File: src/rtl/bcd_seg_pkg.sv
// Shared types and constants for the BCD scan display: conversion FSM states,
// 7-segment codes and the double-dabble nibble adjust helper.
package bcd_seg_pkg;

  typedef enum logic [1:0] {
    StIdle,
    StShift,
    StDone
  } conv_state_e;

  localparam int unsigned SHIFT_CNT = 8;

  // Digit code routed through the decoder to select the carry dash.
  localparam logic [3:0] DIGIT_DASH = 4'hA;

  localparam logic [6:0] SEG_0     = 7'h3F;
  localparam logic [6:0] SEG_1     = 7'h06;
  localparam logic [6:0] SEG_2     = 7'h5B;
  localparam logic [6:0] SEG_3     = 7'h4F;
  localparam logic [6:0] SEG_4     = 7'h66;
  localparam logic [6:0] SEG_5     = 7'h6D;
  localparam logic [6:0] SEG_6     = 7'h7D;
  localparam logic [6:0] SEG_7     = 7'h07;
  localparam logic [6:0] SEG_8     = 7'h7F;
  localparam logic [6:0] SEG_9     = 7'h6F;
  localparam logic [6:0] SEG_DASH  = 7'h40;
  localparam logic [6:0] SEG_BLANK = 7'h00;

  function automatic logic [11:0] dabble_adjust(input logic [11:0] bcd);
    logic [11:0] res;
    res = bcd;
    for (int i = 0; i < 3; i++) begin
      if (bcd[4*i +: 4] >= 4'd5) begin
        res[4*i +: 4] = bcd[4*i +: 4] + 4'd3;
      end
    end
    return res;
  endfunction

endpackage

File: src/rtl/seg7_decode.sv
// Combinational digit-to-segment decoder (gfedcba, active-high) with blank override.
module seg7_decode
  import bcd_seg_pkg::*;
(
  input  logic [3:0] digit_i,
  input  logic       blank_i,
  output logic [6:0] seg_o
);

  always_comb begin
    seg_o = SEG_BLANK;
    if (!blank_i) begin
      unique case (digit_i)
        4'd0:       seg_o = SEG_0;
        4'd1:       seg_o = SEG_1;
        4'd2:       seg_o = SEG_2;
        4'd3:       seg_o = SEG_3;
        4'd4:       seg_o = SEG_4;
        4'd5:       seg_o = SEG_5;
        4'd6:       seg_o = SEG_6;
        4'd7:       seg_o = SEG_7;
        4'd8:       seg_o = SEG_8;
        4'd9:       seg_o = SEG_9;
        DIGIT_DASH: seg_o = SEG_DASH;
        default:    seg_o = SEG_BLANK;
      endcase
    end
  end

endmodule

File: src/rtl/bcd_seg_scan.sv
// Samples an 8-bit count, converts it to BCD with a sequential double-dabble engine and
// scans ones/tens/hundreds plus a carry dash onto a 4-digit multiplexed 7-segment display.
module bcd_seg_scan
  import bcd_seg_pkg::*;
#(
  parameter int unsigned SCAN_DIV = 1000,
  parameter bit          LZB      = 1'b1
) (
  input  logic       clk,
  input  logic       mr,
  input  logic [7:0] q_in,
  input  logic       co_in,
  output logic [6:0] seg,
  output logic [3:0] dig_sel,
  output logic       conv_done
);

  localparam int unsigned    PreW   = (SCAN_DIV > 1) ? $clog2(SCAN_DIV) : 1;
  localparam logic [PreW-1:0] PreMax = PreW'(SCAN_DIV - 1);

  conv_state_e state_q;
  logic [7:0]  sh_q;
  logic [11:0] bcd_q;
  logic [11:0] bcd_adj;
  logic        co_s_q;
  logic [2:0]  cnt_q;
  logic [11:0] disp_bcd_q;
  logic        disp_co_q;
  logic        conv_done_q;

  logic [PreW-1:0] pre_q;
  logic [1:0]      idx_q;
  logic [6:0]      seg_q;
  logic [6:0]      seg_d;
  logic [3:0]      dig_sel_q;
  logic [3:0]      digit;
  logic            blank;

  assign bcd_adj = dabble_adjust(bcd_q);

  always_ff @(posedge clk) begin
    if (mr) begin
      state_q     <= StIdle;
      sh_q        <= '0;
      bcd_q       <= '0;
      co_s_q      <= 1'b0;
      cnt_q       <= '0;
      disp_bcd_q  <= '0;
      disp_co_q   <= 1'b0;
      conv_done_q <= 1'b0;
    end else begin
      conv_done_q <= 1'b0;
      unique case (state_q)
        StIdle: begin
          sh_q    <= q_in;
          bcd_q   <= '0;
          co_s_q  <= co_in;
          cnt_q   <= '0;
          state_q <= StShift;
        end
        StShift: begin
          {bcd_q, sh_q} <= {bcd_adj[10:0], sh_q, 1'b0};
          cnt_q         <= cnt_q + 3'd1;
          if (cnt_q == 3'(SHIFT_CNT - 1)) begin
            state_q <= StDone;
          end
        end
        StDone: begin
          disp_bcd_q  <= bcd_q;
          disp_co_q   <= co_s_q;
          conv_done_q <= 1'b1;
          state_q     <= StIdle;
        end
        default: state_q <= StIdle;
      endcase
    end
  end

  // Digit mux ahead of the single decoder; blanking suppresses leading zeros only.
  always_comb begin
    digit = 4'd0;
    blank = 1'b0;
    unique case (idx_q)
      2'd0: digit = disp_bcd_q[3:0];
      2'd1: begin
        digit = disp_bcd_q[7:4];
        blank = LZB && (disp_bcd_q[11:8] == 4'd0) && (disp_bcd_q[7:4] == 4'd0);
      end
      2'd2: begin
        digit = disp_bcd_q[11:8];
        blank = LZB && (disp_bcd_q[11:8] == 4'd0);
      end
      2'd3: begin
        digit = DIGIT_DASH;
        blank = !disp_co_q;
      end
      default: ;
    endcase
  end

  seg7_decode u_decode (
    .digit_i (digit),
    .blank_i (blank),
    .seg_o   (seg_d)
  );

  always_ff @(posedge clk) begin
    if (mr) begin
      pre_q     <= '0;
      idx_q     <= '0;
      seg_q     <= SEG_BLANK;
      dig_sel_q <= 4'b0000;
    end else begin
      if (pre_q == PreMax) begin
        pre_q <= '0;
        idx_q <= idx_q + 2'd1;
      end else begin
        pre_q <= pre_q + 1'b1;
      end
      seg_q     <= seg_d;
      dig_sel_q <= 4'b0001 << idx_q;
    end
  end

  assign seg       = seg_q;
  assign dig_sel   = dig_sel_q;
  assign conv_done = conv_done_q;

endmodule

File: config.mk
export PLATFORM = sky130hd
export DESIGN_NAME = bcd_seg_scan
export DESIGN_NICKNAME = d
export VERILOG_FILES = /design/src/rtl/bcd_seg_pkg.sv /design/src/rtl/seg7_decode.sv /design/src/rtl/bcd_seg_scan.sv
export SDC_FILE = /design/constraint.sdc
export NUM_CORES = 1
export LEC_CHECK = 0
export CAP_MARGIN = 20
export CORE_MARGIN = 5
export CORE_UTILIZATION = 35
export CTS_BUF_LIST = sky130_fd_sc_hd__clkbuf_16
export DETAILED_ROUTE_END_ITERATION = 6
export SLEW_MARGIN = 20
export SYNTH_ARGS = -nofsm -noshare
export SYNTH_HDL_FRONTEND = slang
export SYNTH_SLANG_ARGS = --single-unit
export TNS_END_PERCENT = 50
File: constraint.sdc
create_clock -name clk -period 2.63 [get_ports clk]
set_input_delay 0.263 -clock clk [delete_from_list [all_inputs] [get_ports clk]]
set_output_delay 0.263 -clock clk [all_outputs]
set_load 0.02 [all_outputs]
# After elaboration in Yosys (flattened, before gate mapping)
# Memory sizes are Yosys's and may differ from the RTL's. A register that Yosys moved wholly into a read port is not among the register bits.
# Index checks and enable logic that the tools add are counted.
[word_totals]
ff_bits = 56
latch_bits = 0
ramBits = 0
rom_bits = 112
inputBits = 11
output_inout_bits = 12
elab_cells = 50
n_memories = 1
[classes]
add_sub_neg = 6
multipliers = 0
div_mod_pow = 0
magnitude_cmp = 3
eq_ne = 8
shifts = 1
n_mux = 11
bitwise_logic = 0
reduce_logical = 9
[mem_list]
columns = ["memory", "depth", "width", "read_ports", "rd_clocked_by_memory_dff", "write_ports", "line_no", "text"]
rows = [
  ["(name not given)", 16, 7, 1, 1, 0, "seg7_decode.sv:13", "unique case (digit_i)"],
]
[op_table]
columns = ["cell", "n"]
rows = [
  ["12-bit one-hot mux with 2 select lines", 1],
  ["4-bit one-hot mux with 4 select lines", 1],
  ["8-bit one-hot mux with 2 select lines", 1],
  ["4-bit by 3-bit greater-or-equal comparator with 1-bit output (second input constant)", 3],
  ["10-bit by 1-bit adder with 10-bit output (second input constant)", 1],
  ["10-bit equality test (second input constant)", 1],
  ["4-bit by 2-bit adder with 4-bit output (second input constant)", 2],
  ["4-bit logical NOT", 2],
  ["4-bit two-way mux", 2],
  ["2-bit equality test (second input constant)", 3],
  ["3-bit one-hot mux with 2 select lines", 1],
  ["2-bit by 1-bit equality test with 1-bit output (second input constant)", 2],
  ["2-bit logical NOT", 2],
  ["2-bit one-hot mux with 2 select lines", 1],
  ["2-bit OR reduction", 2],
  ["1-bit by 2-bit << shifter with 4-bit output (first input constant)", 1],
  ["3-bit by 1-bit adder with 3-bit output (second input constant)", 1],
  ["3-bit by 2-bit adder with 3-bit output (second input constant)", 1],
  ["3-bit equality test (second input constant)", 1],
  ["3-bit two-way mux", 1],
  ["1-bit one-hot mux with 3 select lines", 1],
  ["2-bit by 1-bit adder with 2-bit output (second input constant)", 1],
  ["2-bit two-way mux", 1],
  ["2-bit inequality test (second input constant)", 1],
  ["other kinds (4)", 4],
]

# Logic depth before layout (Yosys ltp)
# Gate-level depths: netlist (run 1).
[depth]
word_depth = 4
depth_mapped = 10
depth_no_buf = 9

# Cells and area by module
# From an unflattened synthesis (run 1), not the netlist that was laid out.
[unflattened]
cells_unflattened = 352
hier_area_um2 = 3106.7
[modules_own_cells]
columns = ["mod", "instances", "cells_per_inst", "area_each_um2"]
rows = [
  ["bcd_seg_scan", 1, 317, 2861.5],
  ["seg7_decode", 1, 35, 245.2],
]

# Least setup slack after synthesis (run 1)
# No wires, ideal clock.
[synth_path]
path_kind = "register to register"
start = "register idx_q[0]"
end = "register seg_q[4] (netlist: seg[4])"
setup_ns = 0.129
arrival_ns = 1.893
setup_slack_ns = 0.608
stages_incl_launch_ff = 10
path_cell_list = "dfxtp_1 > inv_1 > ha_1 > buf_2 > o21ai_0 > inv_1 > ha_1 > nand2b_1 > a32oi_1 > nor2_1"
[synth_via]
elab_chain_cells = 3
word_cells_on_any_way = 7
cone_classes = "eq/ne (3); mux (2); reduce/logical (2)"
[synth_lines]
columns = ["element", "line_no", "text"]
rows = [
  ["start: declaration", "bcd_seg_scan.sv:32", "logic [1:0] idx_q;"],
  ["start signal: assignment", "bcd_seg_scan.sv:116", "idx_q <= idx_q + 2'd1;"],
  ["2-bit equality test / 2-bit by 1-bit equality test with 1-bit output (equally long branches)", "bcd_seg_scan.sv:83", "unique case (idx_q)"],
  ["1-bit one-hot mux with 3 select lines", "bcd_seg_scan.sv:83", ""],
  ["2-bit OR reduction (no source line)", "--", ""],
  ["end: declaration", "bcd_seg_scan.sv:33", "logic [6:0] seg_q;"],
]
# Several ways; a longest one is shown, not always the timed one.
# A chain may end at the register's enable or synchronous reset.

# Worst setup path in the final report (run 1)
# Ends and elaborated chain as after synthesis.

==> results of run 1 <==
==> where the power goes <==
part | internal, uW | switching, uW | total [uW]
clock | 819 | 407 | 1230
sequential | 976 | 13.6 | 990
combinational | 48.3 | 49.3 | 97.6
total | 1840 | 470 | 2310
==> per-layer routing <==
metal  GRT usage (%)  vias up
met5               0        -
li1                -     1196
met3            3.74       12
met4            4.81        0
met1            15.2      974
met2            18.8       37
==> state kept, by name (all words and copies together), names as in the netlist <==
signal	flops
seg	7
sh_q	8
cnt_q	3
bcd_q	12
co_s_q	1
state_q	2
disp_co_q	1
idx_q	2
pre_q	10
conv_done	1
disp_bcd_q	12
dig_sel	4
==> metrics by stage <==
stage / hold WS, ns / worst slack [ns] / instances
final: 0.454 / 0.339 / 474
after global placement: 0.426 / 0.465 / 459
after global routing: 0.457 / 0.187 / 474
after floorplan: 0.399 / 0.608 / 345
after CTS: 0.452 / 0.368 / 474
after detailed placement: 0.435 / 0.384 / 459
==> kinds of logic after synthesis <==
logic type,share of synthesized area (%)
fa+ha+maj,8.64
xor+xnor,4.54
flops,43.5
compound gates,14.1
mux,4.62
simple gates,20.4
buf+inv,4.15
==> area by class of cell <==
type / count / share of cell area [%]
Tap cell: 105 / 3.73
Sequential cell: 63 / 35.8
Clock inverter: 6 / 2.45
Inverter: 13 / 1.38
Timing Repair Buffer: 27 / 7.31
Clock buffer: 9 / 6.39
Multi-Input combinational cell: 251 / 43.0
==> worst paths after layout <==
check	to	cells past startpoint	start
worst max-delay path	seg[4]	8	idx_q[0]
worst min-delay path	pre_q[0]	1	pre_q[0]
worst max register to register	seg[4]	8	idx_q[0]
worst min register to register	pre_q[0]	1	pre_q[0]
==> cells in the final DEF, fill, tap and decap left out, drive strengths merged <==
cell / n
dfxtp: 63
nor2: 54
nand2: 48
a21oi: 32
clkdlybuf4s50: 22
ha: 20
o21ai: 14
inv: 13
a22oi: 13
nor3: 11
mux2i: 11
xnor2: 10
clkbuf: 9
nand2b: 6
xor2: 5
buf: 5
nor2b: 4
nand3: 3
and2: 3
clkinvlp: 3
a221o: 2
and3: 2
nand3b: 2
bufinv: 2
a211oi: 2
mux2: 1
a2111oi: 1
nor4: 1
o21a: 1
and2b: 1
or4: 1
nand4: 1
o32ai: 1
a32oi: 1
clkinv: 1
==> critical path: cells and delay by family (launching register included) <==
| family | cells | cell delay (ns) |
|---|---|---|
| AOI/OAI and AO/OA | 2 | 0.64 |
| adders and majority gates | 2 | 0.58 |
| DFF | 1 | 0.41 |
| buffers and inverters | 2 | 0.34 |
| and+or+nand+nor | 2 | 0.19 |
==> impl_results.md, run 1 <==
- Antenna violations before repair: 0
- Net total in the final layout: 396
- Tcrit/Tclk final: 87.1%
- Kind of critical path: flop to flop
- FILL cells: 816
- Leak Pwr: 0.00136 uW
- Max incr delay on CP: 0.43 ns
- Final Hold Fails: 0
- Antenna cell count: 0
- Total Routing Usage GR: 12.0%
- Vias in the first global route: 2132
- Met1 WL: 2.79 mm
- Most common cell in the netlist: dfxtp_1
- RSZ-0062 raised after global routing: false
- Max-Cap Viols: 0
- Hold Crit Class: flop to flop
- Max Slew Vio Count: 0
- Worst clock skew: 0.00486 ns
- Post-DP HPWL: 3.84 mm
- Fin area: 3530 sq um
- Seq. cell area: 1260 sq um
- Crit-path cells: inv_1 > ha_1 > o21ai_0 > inv_1 > ha_1 > nand2b_1 > a32oi_1 > nor2_1
- Area growth, synth to finish: 21.7%
- Resize count post-CTS: 0
- DRC: 0
- Slew @ Worst Pin: 0.604 ns
- Sequential fraction of the synthesis area: 43.5%
- Max Root-Sink Buffers: 2
- # H-tree levels: 3
- CP max FO: 8
- Uppermost layer routed: met4
- PortBufs: 22
- Hold-fix buffers at CTS: 0
- Final worst path period need: 2.29 ns
- DR iter-0 viols: 64
- CTS tree: yes
- Yosys Warn Count: 0
- Row Count: 33
- Initial Util: 35.6%
- First-pass GRT wire length: 9.83 mm
- Library cells used by synthesis: 35
- Global route overflow: 0
- DR WL met3: 237 um
- Ports: 23
- Largest net degree at the start of global routing: 26
- TritonCTS Buffers: 9
- Placed Area: 3210 sq um
- Primary FF master, synth: dfxtp_1
- Mapped Nets: 376
- Number of synthesized flops with an enable pin: 0
- Avg Cell Area, Syn: 8.40 sq um
- CP Capture Type: flop
- CP arrival: 2.49 ns
- DIE AREA: 10200 sq um
- Post-synthesis instance total: 345
- Status: finished clean
- Setup bufs post-CTS: 0
- Synthesized area: 2900 sq um
- Clk slew on worst S/H paths: 0.05 ns
- Top cells by count, synth: 63 x dfxtp_1, 54 x nor2_1, 47 x nand2_1
- DR vias/cell: 4.68
- Async SR Flop Fraction: 0%
- R2r setup slk: 0.34 ns
- Fmax achieved: 437 MHz
- CP max stage cell: o21ai_0
- Area leader, netlist: dfxtp_1
- Post-DR wirelength/cell: 11.8 um
- Final ANT Viol Nets: 0
- 1st-pass router iterations: 4
- Clock Latency Late Sink: 0.32 ns
- Setup_tns: 0 ns
- Layout cells sized above 1: 6.50%
- Die Y: 101 um
- Critical Path RT: 2.83 ns
- # setup viols final: 0
- PD cells: 656 nW/um^2
- Multi-input gate area: 1520 sq um
- Relative slew slack: 59.7%
- Startpoint Class: flop
- Die X: 101 um
- Yosys reg bits: 63
- CTS root buf: clkbuf_16
- Vias: 2219
- Finished Core Util: 43.3%
- Routability congestion estimate: 0.786
- Peak supply drop: 0.321 mV
- Final total power: 2310 uW
- Yosys top cell area share: 43.5%
- Met2 wire length: 2.48 mm
- Area contributors post-synth: dfxtp_1 44%, ha_1 8.6%, nor2_1 7.0%
- Core Area: 8130 sq um
- Clock sinks: 63
- Final WL: 5.60 mm
Power figures use the tool's default switching activity.
==> run 2, diff against run 1 <==
- CTS_BUF_LIST: sky130_fd_sc_hd__clkbuf_16 -> sky130_fd_sc_hd__clkbuf_8
==> impl_results.md, run 2 (synthesis gave the netlist of run 1 again) <==
- Status: finished clean (unchanged)
- Placed Area: 3210 sq um (unchanged)
- First-pass GRT wire length: 9.70 mm (was 9.83 mm)
- Vias in the first global route: 2109 (was 2132)
- Core Area: 8130 sq um (unchanged)
- Die Y: 101 um (unchanged)
- Max Root-Sink Buffers: 2 (unchanged)
- Post-DP HPWL: 3.84 mm (unchanged)
- Fin area: 3430 sq um (was 3530 sq um)
- Final WL: 5.49 mm (was 5.60 mm)
- CP arrival: 2.50 ns (was 2.49 ns)
- # H-tree levels: 3 (unchanged)
- FILL cells: 831 (was 816)
- Leak Pwr: 0.00132 uW (was 0.00136 uW)
- Row Count: 33 (unchanged)
- DR iter-0 viols: 76 (was 64)
- CP Capture Type: flop (unchanged)
- Clock Latency Late Sink: 0.34 ns (was 0.32 ns)
- TritonCTS Buffers: 9 (unchanged)
- Antenna violations before repair: 0 (unchanged)
- Worst Hold Slack: 0.445 ns (was 0.454 ns)
- Total Routing Usage GR: 11.9% (was 12.0%)
- Routability congestion estimate: 0.786 (unchanged)
- RSZ-0062 raised after global routing: false (unchanged)
- Hold-fix buffers at CTS: 0 (unchanged)
- Global route overflow: 0 (unchanged)
- Hold Crit Class: flop to flop (unchanged)
- # setup viols final: 0 (unchanged)
- Final Hold Fails: 0 (unchanged)
- DIE AREA: 10200 sq um (unchanged)
- Initial Util: 35.6% (unchanged)
- Most common cell after layout, fill and taps aside: dfxtp_1 (unchanged)
- Placed cells: 459 (unchanged)
- Setup_tns: 0 ns (unchanged)
- Slew @ Worst Pin: 0.623 ns (was 0.604 ns)
- R2r setup slk: 0.35 ns (was 0.34 ns)
- Kind of critical path: flop to flop (unchanged)
- Ports: 23 (unchanged)
- Tcrit/Tclk final: 86.8% (was 87.1%)
- Final ANT Viol Nets: 0 (unchanged)
- Antenna cell count: 0 (unchanged)
- DRC: 0 (unchanged)
- 1st-pass router iterations: 4 (unchanged)
- Vias: 2212 (was 2219)
- Net total in the final layout: 396 (unchanged)
- Resize count post-CTS: 0 (unchanged)
- Max-Cap Viols: 0 (unchanged)
- Relative slew slack: 58.4% (was 59.7%)
- Fmax achieved: 438 MHz (was 437 MHz)
- Setup bufs post-CTS: 0 (unchanged)
- CTS tree: yes (unchanged)
- DR vias/cell: 4.67 (was 4.68)
- Final worst path period need: 2.28 ns (was 2.29 ns)
- CTS root buf: clkbuf_8 (was clkbuf_16)
- PD cells: 583 nW/um^2 (was 656 nW/um^2)
- Clock sinks: 63 (unchanged)
- Largest regs: bcd_q (12), disp_bcd_q (12), pre_q (10) (unchanged)
- Area growth, synth to finish: 18.6% (was 21.7%)
- Startpoint Class: flop (unchanged)
- Max Slew Vio Count: 0 (unchanged)
- Die X: 101 um (unchanged)
- Most frequent cells in the layout: 63 x dfxtp_1, 54 x nor2_1, 47 x nand2_1 (unchanged)
- Largest net degree at the start of global routing: 26 (unchanged)
- Worst clock skew: 0.00569 ns (was 0.00486 ns)
- Critical Path RT: 2.84 ns (was 2.83 ns)
- Clk slew on worst S/H paths: 0.07 ns (was 0.05 ns)
- Peak supply drop: 0.319 mV (was 0.321 mV)
- Finished Layout Cells: 474 (unchanged)
- PortBufs: 22 (unchanged)
- Layout cells sized above 1: 6.78% (was 6.50%)
- Post-DR wirelength/cell: 11.6 um (was 11.8 um)
- CP max FO: 8 (unchanged)
## run 2: final timing paths
check / cells after the start / from / endpoint
max: 8 / idx_q[0] / seg[4]
min: 1 / pre_q[0] / pre_q[0]
max reg2reg: 8 / idx_q[0] / seg[4]
min reg2reg: 1 / pre_q[0] / pre_q[0]
## run 2: worst max-delay path, stage by stage (launching register included)
cell      delay [ns]
dfxtp_1         0.41
inv_1           0.16
ha_1            0.36
o21ai_0         0.43
inv_1           0.18
ha_1            0.22
nand2b_1        0.14
a32oi_1         0.21
nor2_1          0.05
## run 2: routing by layer
metal / track usage [%] / routed length, um / vias to the layer above
met5: 0 / 0 / -
met4: 5.21 / 53 / 0
met1: 15.1 / 2750 / 966
met2: 18.5 / 2390 / 41
met3: 3.67 / 283 / 8
li1: - / - / 1197
## run 2: final cells by class
type | instances | area (sq um) | share of cell area, %
multi-input combinational | 251 | 1520 | 44.1
sequential | 63 | 1260 | 36.7
timing repair buffer | 27 | 258 | 7.50
clock buffer | 10 | 138 | 4.01
tap | 105 | 131 | 3.83
clock inverter | 5 | 82.6 | 2.40
inverter | 13 | 48.8 | 1.42
## run 2: where the power goes
part / total, uW / switching (uW) / internal (uW)
logic: 97.5 / 49.1 / 48.3
clock network: 919 / 365 / 553
registers: 988 / 13.2 / 975
## run 2: per-stage QoR
step	total power [uW]	util, %	worst slack [ns]
2_1_floorplan	1070	-	0.608
3_3_place_gp	1110	39.5	0.465
3_5_place_dp	1110	39.5	0.384
4_1_cts	2040	42.2	0.364
5_1_grt	2100	42.2	0.183
6_report	2000	42.2	0.348
==> run 3, diff against run 2 <==
- CELL_PAD_IN_SITES_DETAIL_PLACEMENT: unset -> 1
- CELL_PAD_IN_SITES_GLOBAL_PLACEMENT: unset -> 1
- CORE_UTILIZATION: 35 -> 30
- CTS_BUF_LIST: sky130_fd_sc_hd__clkbuf_8 -> sky130_fd_sc_hd__clkbuf_4 sky130_fd_sc_hd__clkbuf_8
- PLACE_DENSITY_LB_ADDON: unset -> 0.1
==> impl_results.md, run 3 (synthesis gave the netlist of run 1 again) <==
- Status: finished clean (unchanged)
- Post-DP HPWL: 4.35 mm (was 3.84 mm)
- DIE AREA: 11700 sq um (was 10200 sq um)
- Share of power burned in combinational logic: 4.9% (about the same)
- Switching Share: 21.9% (was 21.3%)
- Row Count: 35 (was 33)
- Die Y: 108 um (was 101 um)
- # setup viols final: 0 (unchanged)
- Net total in the final layout: 396 (unchanged)
- Fmax achieved: 432 MHz (was 438 MHz)
- Kind of critical path: flop to flop (unchanged)
- Post-DR wirelength/cell: 12.7 um (was 11.6 um)
- CTS tree: yes (unchanged)
- CP delay by family, top: compound AO/OA/AOI/OAI gates (unchanged)
- Final WL: 6.34 mm (was 5.49 mm)
- Relative slew slack: 54.2% (was 58.4%)
- First-pass GRT wire length: 11.2 mm (was 9.70 mm)
- Final Hold Fails: 0 (unchanged)
- Cell count of the worst reg-to-reg path: 8 (unchanged)
- Most frequent cells in the layout: 63 x dfxtp_1, 54 x nor2_1, 47 x nand2_1 (unchanged)
- RSZ-0062 raised after global routing: false (unchanged)
- TritonCTS Buffers: 9 (unchanged)
- Pint: 1610 uW (was 1580 uW)
- Largest regs: bcd_q (12), disp_bcd_q (12), pre_q (10) (unchanged)
- Clk slew on worst S/H paths: 0.07 ns (about the same)
- Clock Latency Late Sink: 0.34 ns (about the same)
- Seq. cell area: 1260 sq um (unchanged)
- FILL cells: 1127 (was 831)
- Resize count post-CTS: 0 (unchanged)
- PD cells: 593 nW/um^2 (was 583 nW/um^2)
- Max Slew Vio Count: 0 (unchanged)
- Vias: 2319 (was 2212)
- Clock power frac: 47.2% (was 45.8%)
- Setup_tns: 0 ns (unchanged)
- Hold depth: 2 (was 1)
- Clock sinks: 63 (unchanged)
- Tcrit/Tclk final: 88.0% (was 86.8%)
- DR vias/cell: 4.65 (was 4.67)
- PortBufs: 22 (unchanged)
- CP max FO: 8 (unchanged)
- Ports: 23 (unchanged)
- Final ANT Viol Nets: 0 (unchanged)
- Most common cell after layout, fill and taps aside: dfxtp_1 (unchanged)
- Reg power frac: 47.8% (was 49.3%)
- Initial Util: 31.1% (was 35.6%)
- Crit path depth: 8 (unchanged)
- DR iter-0 viols: 50 (was 76)
- CP arrival: 2.53 ns (was 2.50 ns)
- Hold Crit Class: input pin to flop (was flop to flop)
- CP max stage cell: o21ai_0 (unchanged)
- Peak supply drop: 0.237 mV (was 0.319 mV)
- 1st-pass router iterations: 4 (unchanged)
- Multi-input gate area: 1520 sq um (unchanged)
- Slew @ Worst Pin: 0.685 ns (was 0.623 ns)
- Max Root-Sink Buffers: 2 (unchanged)
- Die X: 108 um (was 101 um)
- Routability congestion estimate: 0.768 (was 0.786)
- Switching pwr: 451 uW (was 428 uW)
- CP Capture Type: flop (unchanged)
- Critical Path RT: 2.85 ns (was 2.84 ns)
- Final worst path period need: 2.32 ns (was 2.28 ns)
- Global route overflow: 0 (unchanged)
- Largest net degree at the start of global routing: 42 (was 26)
- Core Area: 9330 sq um (was 8130 sq um)
- Final WS setup: 0.315 ns (was 0.348 ns)
- DRC: 0 (unchanged)
- Worst clock skew: 0.00886 ns (was 0.00569 ns)
- Placement Setup Slack: 0.310 ns (was 0.384 ns)
- Crit-path cells: inv_1 > ha_1 > o21ai_0 > inv_1 > ha_1 > nand2b_1 > a32oi_1 > nor2_1 (unchanged)
- Max incr delay on CP: 0.45 ns (was 0.43 ns)
- Hold-fix buffers at CTS: 0 (unchanged)
- Setup bufs post-CTS: 0 (unchanged)
- Total Routing Usage GR: 12.0% (was 11.9%)
- CTS root buf: clkbuf_8 (unchanged)
- Bufs and invs on worst path: 2 (unchanged)
- Antenna cell count: 0 (unchanged)
- Startpoint Class: flop (unchanged)
- Vias in the first global route: 2331 (was 2109)
- # H-tree levels: 3 (unchanged)
- Antenna violations before repair: 0 (unchanged)
- Area growth, synth to finish: 19.8% (was 18.6%)
- Layout cells sized above 1: 7.30% (was 6.78%)
- Max-Cap Viols: 0 (unchanged)
- Leak Pwr: 0.00133 uW (was 0.00132 uW)
## run 3: changes by cell type in the layout (fill, tap and decap cells not counted), sizes merged
cell           delta
clkdlybuf4s50     -1
buf               +1
clkbuf            +1
clkinvlp          -1
clkinv            +1
## run 3: worst paths after layout
path	start	to	slack, ns
worst min-delay path	mr	pre_q[4]	0.23
worst max-delay path	idx_q[0]	seg[4]	0.31
worst max register to register	idx_q[0]	seg[4]	0.31
worst min register to register	pre_q[0]	pre_q[0]	0.45
## run 3: routing by layer
layer	global-route usage [%]	routed length, um	vias up	part of all wire (%)
li1	-	-	1195	-
met3	3.82	200	6	3.2
met5	0	0	-	0
met1	15.4	3170	1088	50
met4	3.52	59	0	0.93
met2	19.3	2900	30	46
## run 3: layout make-up
cell class | instances | area share [%]
Clock inverter | 5 | 2.31
Tap cell | 129 | 4.65
Multi-Input combinational cell | 251 | 43.7
Sequential cell | 63 | 36.3
Clock buffer | 11 | 4.36
Timing Repair Buffer | 27 | 7.28
Inverter | 13 | 1.41
## run 3: power by group through the flow
stage / Sequential [uW] / Clock [uW] / Combinational [uW]
global placement: 1010 / 0 / 103
floorplan: 1010 / 0 / 55.3
finish: 984 / 971 / 102
global route: 987 / 1050 / 115
detailed placement: 1010 / 0 / 105
CTS: 984 / 1010 / 105
## run 3: per-stage QoR
step                instances  hold WS [ns]  utilization (%)  total power [uW]  cell area [sq um]
floorplan                 345         0.399                -              1070               2900
global placement          483         0.425             34.7              1110               3240
detailed placement        483         0.436             34.7              1110               3240
CTS                       499         0.213             37.2              2100               3470
global route              499         0.236             37.2              2160               3470
finish                    499         0.233             37.2              2060               3470
